## config.mk

```make
export PLATFORM = sky130hd
export DESIGN_NAME = multi_cycle_ctrl
export DESIGN_NICKNAME = d
export VERILOG_FILES = /design/src/rtl/multi_cycle_pkg.sv /design/src/rtl/md_latency_counter.sv /design/src/rtl/multi_cycle_ctrl.sv
export SDC_FILE = /design/constraint.sdc
export NUM_CORES = 1
export LEC_CHECK = 0
export ABC_AREA = 1
export ABC_CLOCK_PERIOD_IN_PS = 1500
export BUFFER_PORTS_ARGS = -buffer_cell sky130_fd_sc_hd__buf_2
export CORE_ASPECT_RATIO = 1.75
export CORE_UTILIZATION = 35
export DETAILED_ROUTE_END_ITERATION = 7
export SLEW_MARGIN = 20
export SYNTH_ARGS = -nofsm -noshare
export SYNTH_HDL_FRONTEND = slang
export SYNTH_SLANG_ARGS = --single-unit
export TNS_END_PERCENT = 5
```

## constraint.sdc

```tcl
create_clock -name CLK -period 1.5 [get_ports CLK]
set_clock_uncertainty 0.1 [all_clocks]
set_input_delay 0.375 -clock CLK [delete_from_list [all_inputs] [get_ports CLK]]
set_output_delay 0.375 -clock CLK [all_outputs]
set_load 0.01 [all_outputs]
```

## src/rtl/multi_cycle_pkg.sv

```systemverilog
// Shared definitions for the multi-cycle control unit: FSM state codes, RV32I opcodes,
// ALU operation classes, write-back source codes and the registered control bundle.
package multi_cycle_pkg;

  // FSM state codes, kept as plain constants so older tooling can consume them.
  typedef logic [2:0] state_t;
  localparam state_t StFetch  = 3'd0;
  localparam state_t StDecode = 3'd1;
  localparam state_t StExec   = 3'd2;
  localparam state_t StMdWait = 3'd3;
  localparam state_t StMem    = 3'd4;
  localparam state_t StWb     = 3'd5;
  localparam state_t StTrap   = 3'd6;

  // RV32I major opcodes.
  localparam logic [6:0] OpRtype  = 7'b0110011;
  localparam logic [6:0] OpIalu   = 7'b0010011;
  localparam logic [6:0] OpLoad   = 7'b0000011;
  localparam logic [6:0] OpStore  = 7'b0100011;
  localparam logic [6:0] OpBranch = 7'b1100011;
  localparam logic [6:0] OpJal    = 7'b1101111;
  localparam logic [6:0] OpJalr   = 7'b1100111;
  localparam logic [6:0] OpLui    = 7'b0110111;
  localparam logic [6:0] OpAuipc  = 7'b0010111;

  localparam logic [6:0] Funct7Mext = 7'b0000001;
  localparam logic [6:0] Funct7Alt  = 7'b0100000;

  // ALU operation classes; the ALU decoder refines them with Funct3/Funct7.
  localparam logic [2:0] AluAdd    = 3'd0;
  localparam logic [2:0] AluRtype  = 3'd1;
  localparam logic [2:0] AluItype  = 3'd2;
  localparam logic [2:0] AluBranch = 3'd3;
  localparam logic [2:0] AluPassB  = 3'd4;

  // Write-back source select.
  localparam logic [1:0] SrcAlu = 2'b00;
  localparam logic [1:0] SrcMem = 2'b01;
  localparam logic [1:0] SrcPc4 = 2'b10;
  localparam logic [1:0] SrcMd  = 2'b11;

  // Registered control outputs, one field per datapath strobe or select.
  typedef struct packed {
    logic       imem_req;
    logic       dmem_req;
    logic       mem_wr_en;
    logic [1:0] src_to_reg;
    logic       reg_wr_en;
    logic       alu_src1_sel;
    logic       alu_src2_sel;
    logic       sub;
    logic       en_pc;
    logic       branch;
    logic       jump;
    logic       md_start;
    logic [2:0] alu_ctrl;
  } ctrl_t;

  function automatic logic opcode_known(input logic [6:0] opcode);
    case (opcode)
      OpRtype, OpIalu, OpLoad, OpStore, OpBranch,
      OpJal, OpJalr, OpLui, OpAuipc: return 1'b1;
      default:                       return 1'b0;
    endcase
  endfunction

  // ALU operand selects and operation class for an instruction class.
  function automatic ctrl_t alu_setup(input logic [6:0] opcode, input logic [6:0] funct7,
                                      input logic [2:0] funct3);
    ctrl_t c;
    c = '0;
    case (opcode)
      OpRtype: begin
        c.alu_ctrl = AluRtype;
        // Only SUB (funct3 000) and SRA (funct3 101) use the alternate funct7.
        c.sub      = (funct7 == Funct7Alt) && ((funct3 == 3'b000) || (funct3 == 3'b101));
      end
      OpIalu: begin
        c.alu_src2_sel = 1'b1;
        c.alu_ctrl     = AluItype;
      end
      OpLoad, OpStore, OpJalr: begin
        c.alu_src2_sel = 1'b1;
        c.alu_ctrl     = AluAdd;
      end
      OpBranch: begin
        c.alu_ctrl = AluBranch;
        c.sub      = 1'b1;
      end
      OpJal, OpAuipc: begin
        c.alu_src1_sel = 1'b1;
        c.alu_src2_sel = 1'b1;
        c.alu_ctrl     = AluAdd;
      end
      OpLui: begin
        c.alu_src2_sel = 1'b1;
        c.alu_ctrl     = AluPassB;
      end
      default: ;
    endcase
    return c;
  endfunction

endpackage

```

## src/rtl/md_latency_counter.sv

```systemverilog
// Down-counter timing the multiply/divide unit: loads MD_LATENCY-1, then counts to zero.
module md_latency_counter #(
  parameter int unsigned MD_LATENCY = 32
) (
  input  logic CLK,
  input  logic rst,
  input  logic load,
  input  logic dec,
  output logic done
);

  localparam int unsigned CntW = $clog2(MD_LATENCY + 1);

  logic [CntW-1:0] count_q, count_d;

  // Next count: load wins over decrement; saturate at zero.
  always_comb begin
    count_d = count_q;
    if (load) begin
      count_d = CntW'(MD_LATENCY - 1);
    end else if (dec && (count_q != '0)) begin
      count_d = count_q - CntW'(1);
    end
  end

  // Count register with synchronous reset.
  always_ff @(posedge CLK) begin
    if (rst) begin
      count_q <= '0;
    end else begin
      count_q <= count_d;
    end
  end

  assign done = (count_q == '0);

endmodule

```

## src/rtl/multi_cycle_ctrl.sv

```systemverilog
// Multi-cycle RV32I(+M) control FSM: fetch/decode/execute/memory/write-back sequencing
// with handshaked instruction and data memories. Controls are registered per state.
module multi_cycle_ctrl
  import multi_cycle_pkg::*;
#(
  parameter int unsigned ALU_DECODER_IN = 3,
  parameter bit          M_EXT          = 1'b1,
  parameter int unsigned MD_LATENCY     = 32
) (
  input  logic                      CLK,
  input  logic                      rst,
  input  logic [6:0]                Opcode,
  input  logic [6:0]                Funct7,
  input  logic [2:0]                Funct3,
  input  logic                      IMEM_Ack,
  input  logic                      DMEM_Ack,
  output logic                      IMEM_Req,
  output logic                      IR_Wr,
  output logic                      DMEM_Req,
  output logic                      MEM_Wr_En,
  output logic [1:0]                Src_to_Reg,
  output logic                      Reg_Wr_En,
  output logic                      ALU_Src1_Sel,
  output logic                      ALU_Src2_Sel,
  output logic                      Sub,
  output logic                      EN_PC,
  output logic                      Branch,
  output logic                      Jump,
  output logic                      MD_Start,
  output logic [ALU_DECODER_IN-1:0] ALU_Ctrl,
  output logic                      Illegal_Instr
);

  state_t state_q, state_d;
  ctrl_t  ctrl_q, ctrl_d;
  logic   illegal_q, illegal_d;
  logic   md_done;

  md_latency_counter #(
    .MD_LATENCY(MD_LATENCY)
  ) u_md_cnt (
    .CLK (CLK),
    .rst (rst),
    .load(ctrl_q.md_start),
    .dec (state_q == StMdWait),
    .done(md_done)
  );

  // Next state and next registered controls for the state being entered.
  always_comb begin
    logic is_md, is_mem, is_store, is_jump, is_legal;

    is_md    = (Opcode == OpRtype) && (Funct7 == Funct7Mext);
    is_mem   = (Opcode == OpLoad) || (Opcode == OpStore);
    is_store = (Opcode == OpStore);
    is_jump  = (Opcode == OpJal) || (Opcode == OpJalr);
    is_legal = opcode_known(Opcode) && (M_EXT || !is_md);

    state_d   = state_q;
    ctrl_d    = '0;
    illegal_d = illegal_q;

    unique case (state_q)
      StFetch: begin
        // Req is registered, so the first cycle after reset idles with Req low.
        if (ctrl_q.imem_req && IMEM_Ack) begin
          state_d = StDecode;
        end else begin
          ctrl_d.imem_req = 1'b1;
        end
      end
      StDecode: begin
        if (!is_legal) begin
          state_d   = StTrap;
          illegal_d = 1'b1;
        end else begin
          state_d         = StExec;
          ctrl_d          = alu_setup(Opcode, Funct7, Funct3);
          ctrl_d.branch   = (Opcode == OpBranch);
          ctrl_d.en_pc    = (Opcode == OpBranch);
          ctrl_d.jump     = is_jump;
          ctrl_d.md_start = M_EXT && is_md;
        end
      end
      StExec: begin
        if (Opcode == OpBranch) begin
          state_d         = StFetch;
          ctrl_d.imem_req = 1'b1;
        end else if (is_mem) begin
          state_d          = StMem;
          // Hold the address computation for the whole memory access.
          ctrl_d           = alu_setup(Opcode, Funct7, Funct3);
          ctrl_d.dmem_req  = 1'b1;
          ctrl_d.mem_wr_en = is_store;
        end else if (M_EXT && is_md) begin
          state_d = StMdWait;
        end else begin
          state_d           = StWb;
          ctrl_d.reg_wr_en  = 1'b1;
          ctrl_d.en_pc      = 1'b1;
          ctrl_d.src_to_reg = is_jump ? SrcPc4 : SrcAlu;
        end
      end
      StMdWait: begin
        if (md_done) begin
          state_d           = StWb;
          ctrl_d.reg_wr_en  = 1'b1;
          ctrl_d.en_pc      = 1'b1;
          ctrl_d.src_to_reg = SrcMd;
        end
      end
      StMem: begin
        if (ctrl_q.dmem_req && DMEM_Ack) begin
          if (is_store) begin
            // The store already strobed EN_PC on its ack cycle.
            state_d         = StFetch;
            ctrl_d.imem_req = 1'b1;
          end else begin
            state_d           = StWb;
            ctrl_d.reg_wr_en  = 1'b1;
            ctrl_d.en_pc      = 1'b1;
            ctrl_d.src_to_reg = SrcMem;
          end
        end else begin
          ctrl_d           = alu_setup(Opcode, Funct7, Funct3);
          ctrl_d.dmem_req  = 1'b1;
          ctrl_d.mem_wr_en = is_store;
        end
      end
      StWb: begin
        state_d         = StFetch;
        ctrl_d.imem_req = 1'b1;
      end
      StTrap: begin
        state_d = StTrap;
      end
      default: begin
        state_d = StFetch;
      end
    endcase
  end

  // State, control and sticky illegal flag registers; reset aborts any access.
  always_ff @(posedge CLK) begin
    if (rst) begin
      state_q   <= StFetch;
      ctrl_q    <= '0;
      illegal_q <= 1'b0;
    end else begin
      state_q   <= state_d;
      ctrl_q    <= ctrl_d;
      illegal_q <= illegal_d;
    end
  end

  assign IMEM_Req      = ctrl_q.imem_req;
  // IR load must coincide with the data-valid cycle, so it is the ack qualified by Req.
  assign IR_Wr         = ctrl_q.imem_req & IMEM_Ack;
  assign DMEM_Req      = ctrl_q.dmem_req;
  assign MEM_Wr_En     = ctrl_q.mem_wr_en;
  assign Src_to_Reg    = ctrl_q.src_to_reg;
  assign Reg_Wr_En     = ctrl_q.reg_wr_en;
  assign ALU_Src1_Sel  = ctrl_q.alu_src1_sel;
  assign ALU_Src2_Sel  = ctrl_q.alu_src2_sel;
  assign Sub           = ctrl_q.sub;
  // A store retires on its ack cycle; every other PC strobe is registered.
  assign EN_PC         = ctrl_q.en_pc | (ctrl_q.dmem_req & ctrl_q.mem_wr_en & DMEM_Ack);
  assign Branch        = ctrl_q.branch;
  assign Jump          = ctrl_q.jump;
  assign MD_Start      = ctrl_q.md_start;
  assign ALU_Ctrl      = ALU_DECODER_IN'(ctrl_q.alu_ctrl);
  assign Illegal_Instr = illegal_q;

endmodule

```

==> impl_metrics.tcl <==
set metrics [dict create \
    clk_path_buf_depth 2 \
    dieArea_um2 4230 \
    grt_pass1_wl_um 5947 \
    finalSetupViolations 9 \
    drt_iter0_drc 29 \
    synth_nets 233 \
    io_buffers 38 \
    cp.required_ns 1.61 \
    cp_max_fo 5 \
    crit_cells 10 \
    dr.pass1.iters 4 \
    core_area_um2 3701 \
    slew_headroom_pct 77.10 \
    r2r_cells 10 \
    yosysWarnings 0 \
    dieHeight_um 85.30 \
    ys_ff_latch 26 \
    wl_per_cell_um 10.85 \
    routed_wl_um 3516 \
    die_x_um 49.60 \
    cp_slowest_cell "dfxtp_1" \
    fmax_ghz 0.5953 \
    grt_max_degree 15 \
    synth_top_area_share_pct 37.51 \
    vdd_drop_max_mv 0.4494 \
    min_path_type "input pin to register" \
    vias 1545 \
    fillers 395 \
    finalCriticalPeriod_ns 1.680 \
    clk_latency_ns 0.28 \
    ctsHoldBuffers 0 \
    tns_ns -0.6206 \
    antenna_found_initial 0 \
    cts_tree "yes" \
    powerDensity_nw_per_um2 1058 \
    max_stage_delay_ns 0.33 \
    root_buffer "clkbuf_8" \
    grt_usage_pct 18.21 \
    failed_checks "setup timing" \
    netlist_instances 211 \
    yosysUniqueCellTypes 25 \
    worst_pin_slew_ns 0.3398 \
    initial_utilization_pct 37.49 \
    synth_area_um2 1388 \
    period_share_pct 112.0 \
    cts_max_level 1 \
    drive_gt1_share_pct 34.89 \
    cp_top_family "simple AND/OR/NAND/NOR gates" \
    overflow 0 \
    nNetsFinal 301 \
    path_class "register to register" \
    mostFrequentLayoutCell "nand2_1" \
    path_cells "inv_2 > ha_4 > inv_2 > nor3_4 > nand3_1 > nand2_2 > inv_4 > nor3_4 > nand2_1 > a21oi_1" \
    outcome "finished with violations" \
    drc 0 \
    yosys.area.top_type "dfxtp_1" \
    ioPinCount 39 \
    dpl.hpwl_um 2835 \
    total_leakage_power_nw 0.9909 \
    vias_per_cell 4.769 \
    clk_pin_slew_ns 0.09 \
    hold_violations 0 \
    cts_buffers 3 \
    layout_common_cells "44 x nand2_1, 38 x buf_2, 31 x buf_4, 30 x inv_1, 25 x nor2_1" \
    synthTopCellsByArea "dfxtp_1 38%, nand2_1 12%, inv_1 9.5%" \
    drv_cap 0 \
    min_path_cells 4 \
    antenna_cells 0 \
    seq_area_frac_synth_pct 37.51 \
    cp-end-kind "register" \
    area_delta_synth_final_pct 38.41 \
    cp_data_arrival_time_ns 1.79 \
    std_cell_rows 29 \
    final_max_slew_viol_count 0 \
    critPathLaunchType "register" \
    syn_area_per_cell_um2 6.576 \
    fin_ws_ns -0.1797 \
    grt_pass1_vias 1454 \
    rsz0062_at_grt "yes" \
    crit_buf_inv 3 \
    clock-sinks 26 \
    antenna_left 0 \
    post-place-ws_ns -0.1841 \
    gp_congestion 0.8970 \
]
[kinds of logic after synthesis]
| group | Yosys count | share of synthesized area, % |
|---|---|---|
| xor gates and xnor gates | 4 | 2.525 |
| and+or+nand+nor | 105 | 33.63 |
| DFF | 26 | 37.51 |
| AOI/OAI and AO/OA | 30 | 11.90 |
| adders and majority gates | 1 | 0.9016 |
| buffers and inverters | 45 | 13.53 |
[layer usage]
metal | global-route usage, % | vias to the layer above | share of wire (%)
li1 | - | 811 | -
met1 | 18.01 | 685 | 39
met2 | 35.50 | 40 | 55
met3 | 1.792 | 9 | 3.0
met4 | 9.610 | 0 | 3.0
met5 | 0 | - | 0
[Yosys cell counts]
cell       n
xnor2_1    1
nand3b_1   1
inv_1     35
dfxtp_1   26
inv_2      4
clkbuf_1   1
a21oi_1    9
buf_4      5
nand4_1    4
o221ai_1   1
a31oi_1    2
nor2_2     3
o21ai_1    4
a31o_2     1
nand3_1   15
nor3_2     3
nand2_1   45
xor2_1     3
nand2_2    2
nor4_1     1
nor3_1     5
nor2_1    26
o21ai_0   11
a211oi_1   2
ha_1       1
[layout make-up]
type / instances / area (µm²) / share of cell area [%]
multi-input combinational: 140 / 713.2 / 37.13
sequential: 26 / 523.0 / 27.23
timing repair buffer: 69 / 422.9 / 22.02
inverter: 39 / 148.9 / 7.752
tap: 46 / 57.56 / 2.997
clock buffer: 4 / 55.05 / 2.866
[flip-flops by register name, indices dropped and copies added, names as in the netlist, 2 cells and up]
name              flops
u_md_cnt.count_q      6
ALU_Ctrl              3
state_q               3
Src_to_Reg            2
[report_power, final]
group	internal, mW	switching [mW]
Clock	0.235	0.227
Sequential	0.757	0.0556
Combinational	0.319	0.438
Total	1.31	0.721
[per-stage QoR]
step                      power [mW]  hold slack [ns]  std cells  cell area, µm²  util [%]
after global routing           2.157           0.3025        324            1921     51.89
final                          2.032           0.2958        324            1921     51.89
after CTS                      2.027           0.2979        320            1861     50.27
after detailed placement       1.542           0.3487        314            1782     48.14
after floorplan                1.252           0.3444        211            1388         -
after global placement         1.551           0.3482        314            1782     48.14
[worst reg2reg max path, cell delays in order, from the launching register on]
cell and delay, ns:
dfxtp_1 0.33, inv_2 0.08, ha_4 0.13, inv_2 0.05, nor3_4 0.17, nand3_1 0.11
nand2_2 0.14, inv_4 0.07, nor3_4 0.23, nand2_1 0.08, a21oi_1 0.13
[final timing paths]
path	startpoint	endpoint	slack [ns]
setup / recovery	u_md_cnt.count_q[0]	state_q[2]	-0.18
hold / removal	Funct7[6]	MD_Start	0.30
setup reg to reg	u_md_cnt.count_q[0]	state_q[2]	-0.18
hold reg to reg	Illegal_Instr	Illegal_Instr	0.36
[repair_timing]
action / CTS / global route
pin swaps: 1 / 7
buffers inserted: 2 / 4
setup endpoints to repair: 12 / 18
resized for setup: 3 / 12
No activity file was read; power rests on OpenSTA's default activity.
